--- src/rtl/aes_round_seq.sv ---
// One AES encryption round (AESENC semantics) sequenced over NUM_PORTS shared T-table ports.
// Define AES_ROUND_SEQ_TABREG_EN to register tab_data_i before accumulation (+1 cycle latency).
module aes_round_seq #(
  parameter int unsigned NUM_PORTS = 1
) (
  input  logic                      clk,
  input  logic                      reset,
  input  logic                      in_valid,
  output logic                      in_ready,
  input  logic [127:0]              state_i,
  input  logic [127:0]              key_i,
  output logic [8*NUM_PORTS-1:0]    tab_idx_o,
  input  logic [32*NUM_PORTS-1:0]   tab_data_i,
  output logic                      out_valid,
  input  logic                      out_ready,
  output logic [127:0]              state_o,
  output logic                      busy
);

  if (NUM_PORTS != 1 && NUM_PORTS != 2 && NUM_PORTS != 4) begin : g_bad_ports
    $error("aes_round_seq: NUM_PORTS must be 1, 2 or 4");
  end

  localparam int unsigned Issue = 16 / NUM_PORTS;
`ifdef AES_ROUND_SEQ_TABREG_EN
  localparam int unsigned LookLen = Issue + 1;
`else
  localparam int unsigned LookLen = Issue;
`endif
  localparam int unsigned CntW = $clog2(LookLen + 1);

  typedef enum logic [1:0] {StIdle, StLook, StDone} fsm_e;

  fsm_e                      fsm_q, fsm_d;
  logic [CntW-1:0]           cnt_q, cnt_d;
  logic [127:0]              st_q, st_d;
  logic [127:0]              acc_q, acc_d;
  logic [127:0]              res_q, res_d;

  logic                      issue;
  logic                      last_look;
  logic [NUM_PORTS-1:0][3:0] tag_k;

  logic                      acc_vld;
  logic [32*NUM_PORTS-1:0]   acc_data;
  logic [NUM_PORTS-1:0][3:0] acc_tag;

  // Rotate E(x) = {S,S,2S,3S} so that row j lands in the MixColumns position.
  function automatic logic [31:0] rot_e(input logic [31:0] e, input logic [1:0] j);
    logic [31:0] r;
    case (j)
      2'd0:    r = {e[7:0], e[31:8]};
      2'd1:    r = e;
      2'd2:    r = {e[23:0], e[31:24]};
      default: r = {e[15:0], e[31:16]};
    endcase
    return r;
  endfunction

  // ShiftRows: row j of output column c comes from column (c+j)%4.
  function automatic logic [7:0] shift_src(input logic [127:0] s, input logic [3:0] k);
    logic [1:0] col;
    logic [3:0] pos;
    col = k[3:2] + k[1:0];
    pos = {col, k[1:0]};
    return s[8*pos +: 8];
  endfunction

  always_comb begin
    issue     = (fsm_q == StLook) && (32'(cnt_q) < Issue);
    last_look = (fsm_q == StLook) && (cnt_q == CntW'(LookLen - 1));
    for (int p = 0; p < NUM_PORTS; p++) begin
      tag_k[p] = 4'(NUM_PORTS * 32'(cnt_q) + 32'(p));
    end
  end

`ifdef AES_ROUND_SEQ_TABREG_EN
  logic [32*NUM_PORTS-1:0]   pipe_q;
  logic [NUM_PORTS-1:0][3:0] pipe_tag_q;
  logic                      pipe_vld_q;

  always_ff @(posedge clk) begin
    if (reset) begin
      pipe_q     <= '0;
      pipe_tag_q <= '0;
      pipe_vld_q <= 1'b0;
    end else begin
      pipe_q     <= tab_data_i;
      pipe_tag_q <= tag_k;
      pipe_vld_q <= issue;
    end
  end

  always_comb begin
    acc_vld  = pipe_vld_q;
    acc_data = pipe_q;
    acc_tag  = pipe_tag_q;
  end
`else
  always_comb begin
    acc_vld  = issue;
    acc_data = tab_data_i;
    acc_tag  = tag_k;
  end
`endif

  // State register.
  always_ff @(posedge clk) begin
    if (reset) begin
      fsm_q <= StIdle;
      cnt_q <= '0;
      st_q  <= '0;
      acc_q <= '0;
      res_q <= '0;
    end else begin
      fsm_q <= fsm_d;
      cnt_q <= cnt_d;
      st_q  <= st_d;
      acc_q <= acc_d;
      res_q <= res_d;
    end
  end

  // FSM next state.
  always_comb begin
    fsm_d = fsm_q;
    unique case (fsm_q)
      StIdle:  if (in_valid) fsm_d = StLook;
      StLook:  if (last_look) fsm_d = StDone;
      StDone:  if (out_ready) fsm_d = StIdle;
      default: fsm_d = StIdle;
    endcase
  end

  // Datapath next state.
  always_comb begin
    cnt_d = cnt_q;
    st_d  = st_q;
    acc_d = acc_q;
    res_d = res_q;
    if (fsm_q == StIdle && in_valid) begin
      cnt_d = '0;
      st_d  = state_i;
      acc_d = key_i;
    end
    if (fsm_q == StLook) begin
      if (acc_vld) begin
        for (int p = 0; p < NUM_PORTS; p++) begin
          acc_d[32*acc_tag[p][3:2] +: 32] = acc_d[32*acc_tag[p][3:2] +: 32]
                                            ^ rot_e(acc_data[32*p +: 32], acc_tag[p][1:0]);
        end
      end
      cnt_d = last_look ? '0 : cnt_q + CntW'(1);
      if (last_look) res_d = acc_d;
    end
  end

  // Outputs.
  always_comb begin
    in_ready  = (fsm_q == StIdle);
    out_valid = (fsm_q == StDone);
    busy      = (fsm_q != StIdle);
    state_o   = res_q;
    tab_idx_o = '0;
    if (issue) begin
      for (int p = 0; p < NUM_PORTS; p++) begin
        tab_idx_o[8*p +: 8] = shift_src(st_q, tag_k[p]);
      end
    end
  end

endmodule

--- config.mk ---
export PLATFORM = sky130hd
export DESIGN_NAME = aes_round_seq
export DESIGN_NICKNAME = d
export VERILOG_FILES = /design/src/rtl/aes_round_seq.sv
export SDC_FILE = /design/constraint.sdc
export NUM_CORES = 1
export LEC_CHECK = 0
export CAP_MARGIN = 20
export CORE_UTILIZATION = 47
export CTS_CLUSTER_SIZE = 30
export DETAILED_ROUTE_END_ITERATION = 16
export PLACE_DENSITY = 0.8
export SYNTH_ARGS = -nofsm -noshare
export SYNTH_HDL_FRONTEND = slang
export SYNTH_SLANG_ARGS = --single-unit
--- constraint.sdc ---
create_clock -name clk -period 2.4 [get_ports clk]
set_clock_uncertainty 0.05 [all_clocks]
set_input_delay 0.36 -clock clk [delete_from_list [all_inputs] [get_ports clk]]
set_output_delay 0.36 -clock clk [all_outputs]
set_load 0.005 [all_outputs]
==> run summary <==
The arrival time reported for the critical path endpoint is 2560 ps. The post-synthesis cell type count is 49. The path type of the worst min-delay path is primary input to flip-flop. The checks that failed: negative setup slack. The total number of vias came out at 21.8k. The final number of setup-violating endpoints came out at 131. The average wire length per cell after detail routing came out at 26.4 um.

The share of total power consumed by net switching is 0.294. The worst-case IR drop observed on VDD is 0.457 mV. The net total in the final layout is 3025.

The detailed-route vias per instance is between 6 and 7. The die outline area is 43900 sq um. The layout has 2855 filler cells. The post-synthesis net count is 2516.

The final critical-path share of the clock period is 1.24. The first global-routing pass estimated 124000 um of wire. The adder-cell area share of the yosys netlist came out at 0.00618. The placed cell area is 26200 sq um. The total grt overflow came out at 0. The routed design could run at a clock period as short as 2970 ps. The remaining routing DRC violations is 0. In this run the power spent charging and discharging nets is 5.37 mW. The HPWL after detailed placement is 57400 um.

The internal power summed over all cells is around 13 mW. The share of total power dissipated in sequential elements is 0.385. The TritonCTS buffer count is 43. The overall routed net length is 86900 um. The H-tree was split into 2 levels. The worst pin sits at a relative slew slack of 0.225.

Based on the critical path, the design can be clocked at up to 336 MHz. For this design the ratio of total power to cell area is 605 nW/um^2. In this run the most critical hold path is launched from reset.

The run finished, with violations left. In this run the clock root is driven by a sky130_fd_sc_hd__clkbuf_16. The clock sink total is 391.

The share of total power in the clock network came out at 0.374. The XOR/XNOR share of the synthesized area is 0.0229. The library cell used most frequently in the layout, excluding fill and tap cells, is sky130_fd_sc_hd__clkdlybuf4s50_1. The setup path with the least slack is of type flip-flop to primary output. The launch point of the critical path is cnt_q[0]. The most critical setup path has its endpoint at tab_idx_o[7]. The number of nets with antenna violations after routing came out at 0.

The worst path setup slack after routing came out at -574 ps. The overall fraction of global-route tracks in use is 0.368. The layout overhead on the synthesized area came out at 48.9%. Setup repair after global routing could not meet its margin everywhere. Summing internal, switching and leakage power gives 18.3 mW. The cell depth of the worst min-delay path is 2. The final instance area came out at 30200 sq um. The number of global-route vias before repair is 20.5k. The total leakage power is ~10 nW. In the layout the commonest cells are sky130_fd_sc_hd__clkdlybuf4s50_1, sky130_fd_sc_hd__dfxtp_1, sky130_fd_sc_hd__nand2_1, sky130_fd_sc_hd__mux2i_1, sky130_fd_sc_hd__a21oi_1.

Yosys printed 0 warnings. Clock latency on the worst-skew pair, taken at its later pin, is 590 ps. In the synthesized netlist, the number of instances is 2214. The overall die width came out at 210 um. TritonCTS built the clock tree. In this run the critical register-to-register path is captured at state_o[93]. The worst setup path is captured at a primary output. The mean post-synth cell area came out at 9.15 sq um.

The area of the core came out at 42200 sq um. The sequential share of the synthesized area is 0.387. The area fraction in and, or, nand and nor cells after synthesis is 0.103. The worst-path maximum fanout came out at 4. The initial standard-cell utilization of the core is 0.480.

The number of rows in the core area came out at 75. The critical path data required time came out at around 2000 ps. In this run the register-to-register setup slack is -160 ps. The count of boundary I/O pins came out at between 400 and 500. In this run the cell area of the synthesized design comes to 20300 sq um. The count of buffers added on input and output ports is 430.

The multiplexer area fraction after synthesis is 0.189. The clock transition at the registers of the reported paths came out at 60 ps. The number of antenna violations at the first check in global routing is 1. The fraction of the mapped netlist area in compound gates came out at 0.245. The max-cap violation count came out at 0.

The fraction of final layout cells sized beyond drive strength 1 is 0.237. The type of element launching the critical path is a flip-flop. The final estimated routing congestion in global placement came out at around 1.

After the first detailed-routing iteration, the DRC count stood at approximately 3.2k. The clock tree buffer depth came out at 3. Entering global routing, the biggest net connects 129 pins. The worst register-to-register path begins at cnt_q[0].

The final hold violation count came out at 0. The register bit total from synthesis is 391. The slew at the pin closest to its max-slew limit is 1160 ps.

Measured along the y axis, the die boundary spans roughly 210 um. The detailed-routing iteration count for the pre-antenna-repair pass came out at 8. By area, the combinational part of the netlist is dominated by compound AO/OA/AOI/OAI gates. Of the total power, combinational logic draws 0.241. The final count of pins violating max slew is 0. Measured in cells, the most critical reg-to-reg path has a length of 12.

The setup slack at placement came out at -396 ps.
## metal layers
metal  GRT usage  wire [um]
met1       0.484      31800
met2       0.575      38500
met3      0.0786      11100
met4       0.178       5490
met5           0          0
## kinds of logic after synthesis
logic type / Yosys count
compound gates: 734
xor+xnor: 34
fa+ha+maj: 10
buf+inv: 225
flops: 391
mux: 296
simple gates: 524
## sequential cells by signal, summed over array words and instances, names as in the netlist
signal,count
acc_q,128
cnt_q,5
fsm_q,2
st_q,128
state_o,128
## critical path, stage by stage (launching register included)
cell and delay [ps]:
sky130_fd_sc_hd__dfxtp_4 350, sky130_fd_sc_hd__ha_4 280, sky130_fd_sc_hd__buf_12 120, sky130_fd_sc_hd__mux4_2 480, sky130_fd_sc_hd__mux4_2 490, sky130_fd_sc_hd__and2_4 160, sky130_fd_sc_hd__buf_6 100
## cell usage after synthesis (all sizes together)
cell type | n | area share
nor2b | 2 | 0.00062
mux4 | 66 | 0.073
o221ai | 32 | 0.014
nor3 | 6 | 0.0017
a222oi | 32 | 0.016
mux2i | 200 | 0.099
xnor2 | 2 | 0.00087
a2111oi | 1 | 0.00043
or3 | 1 | 0.00031
clkinv | 1 | 0.00019
dfxtp | 391 | 0.39
o31a | 66 | 0.029
and3b | 1 | 0.00043
nand3 | 4 | 0.00099
o2bb2ai | 32 | 0.014
or3b | 3 | 0.0013
o21ai | 162 | 0.040
clkbuf | 168 | 0.031
a22oi | 31 | 0.011
nand4 | 2 | 0.00062
ha | 10 | 0.0062
inv | 4 | 0.00074
nor3b | 4 | 0.0017
a21oi | 199 | 0.049
nand2b | 3 | 0.00093
a211oi | 13 | 0.0048
a31oi | 1 | 0.00031
o32ai | 96 | 0.045
a21o | 3 | 0.0011
nor4b | 1 | 0.00043
o22ai | 66 | 0.020
and2 | 8 | 0.0025
buf | 52 | 0.016
xor2 | 32 | 0.022
mux2 | 30 | 0.017
nand2 | 320 | 0.059
nor2 | 169 | 0.032
## how the worst min path moves through the flow
stage,endpoint,slack (ps)
final,state_o[83],90
after global routing,state_o[22],90
after CTS,state_o[21],60
after detailed placement,state_o[96],400
after global placement,st_q[57],390
after floorplan,st_q[112],380
## timing repair
action	4_1_cts	5_1_grt
buffers inserted	32	31
endpoints found under the setup margin	211	230
resized for setup	217	147
pin swaps	78	151
hold buffers	0	0
gates cloned	4	12
## stage by stage
step                setup TNS, ps  hold slack (ps)   util  instances
floorplan                       0              383      -       2214
global placement           -18830              389  0.620       3165
detailed placement         -29820              395  0.620       3165
CTS                         -5300             57.0  0.683       3262
global route               -21690             89.0  0.714       3291
finish                     -10820             94.7  0.714       3291
## power by group through the flow
stage               Clock, mW  Sequential [mW]  Combinational (mW)
floorplan                   0             7.08                1.68
global placement            0             7.13                3.22
detailed placement          0             7.15                3.30
CTS                      6.82             7.01                3.77
global route             7.10             7.05                4.54
finish                   6.83             7.03                4.39
## cell type report
| class | count | area, sq um | share of cell area |
|---|---|---|---|
| diodes | 1 | 2.50 | 0.0000830 |
| clock buffers | 58 | 1230 | 0.0409 |
| clock inverters | 15 | 188 | 0.00622 |
| inverters | 5 | 23.8 | 0.000788 |
| multi-input cells | 1598 | 12900 | 0.429 |
| flip-flops and latches | 391 | 7840 | 0.260 |
| well taps | 539 | 674 | 0.0224 |
| repair buffers | 684 | 7260 | 0.241 |
Power figures use the tool's default switching activity.
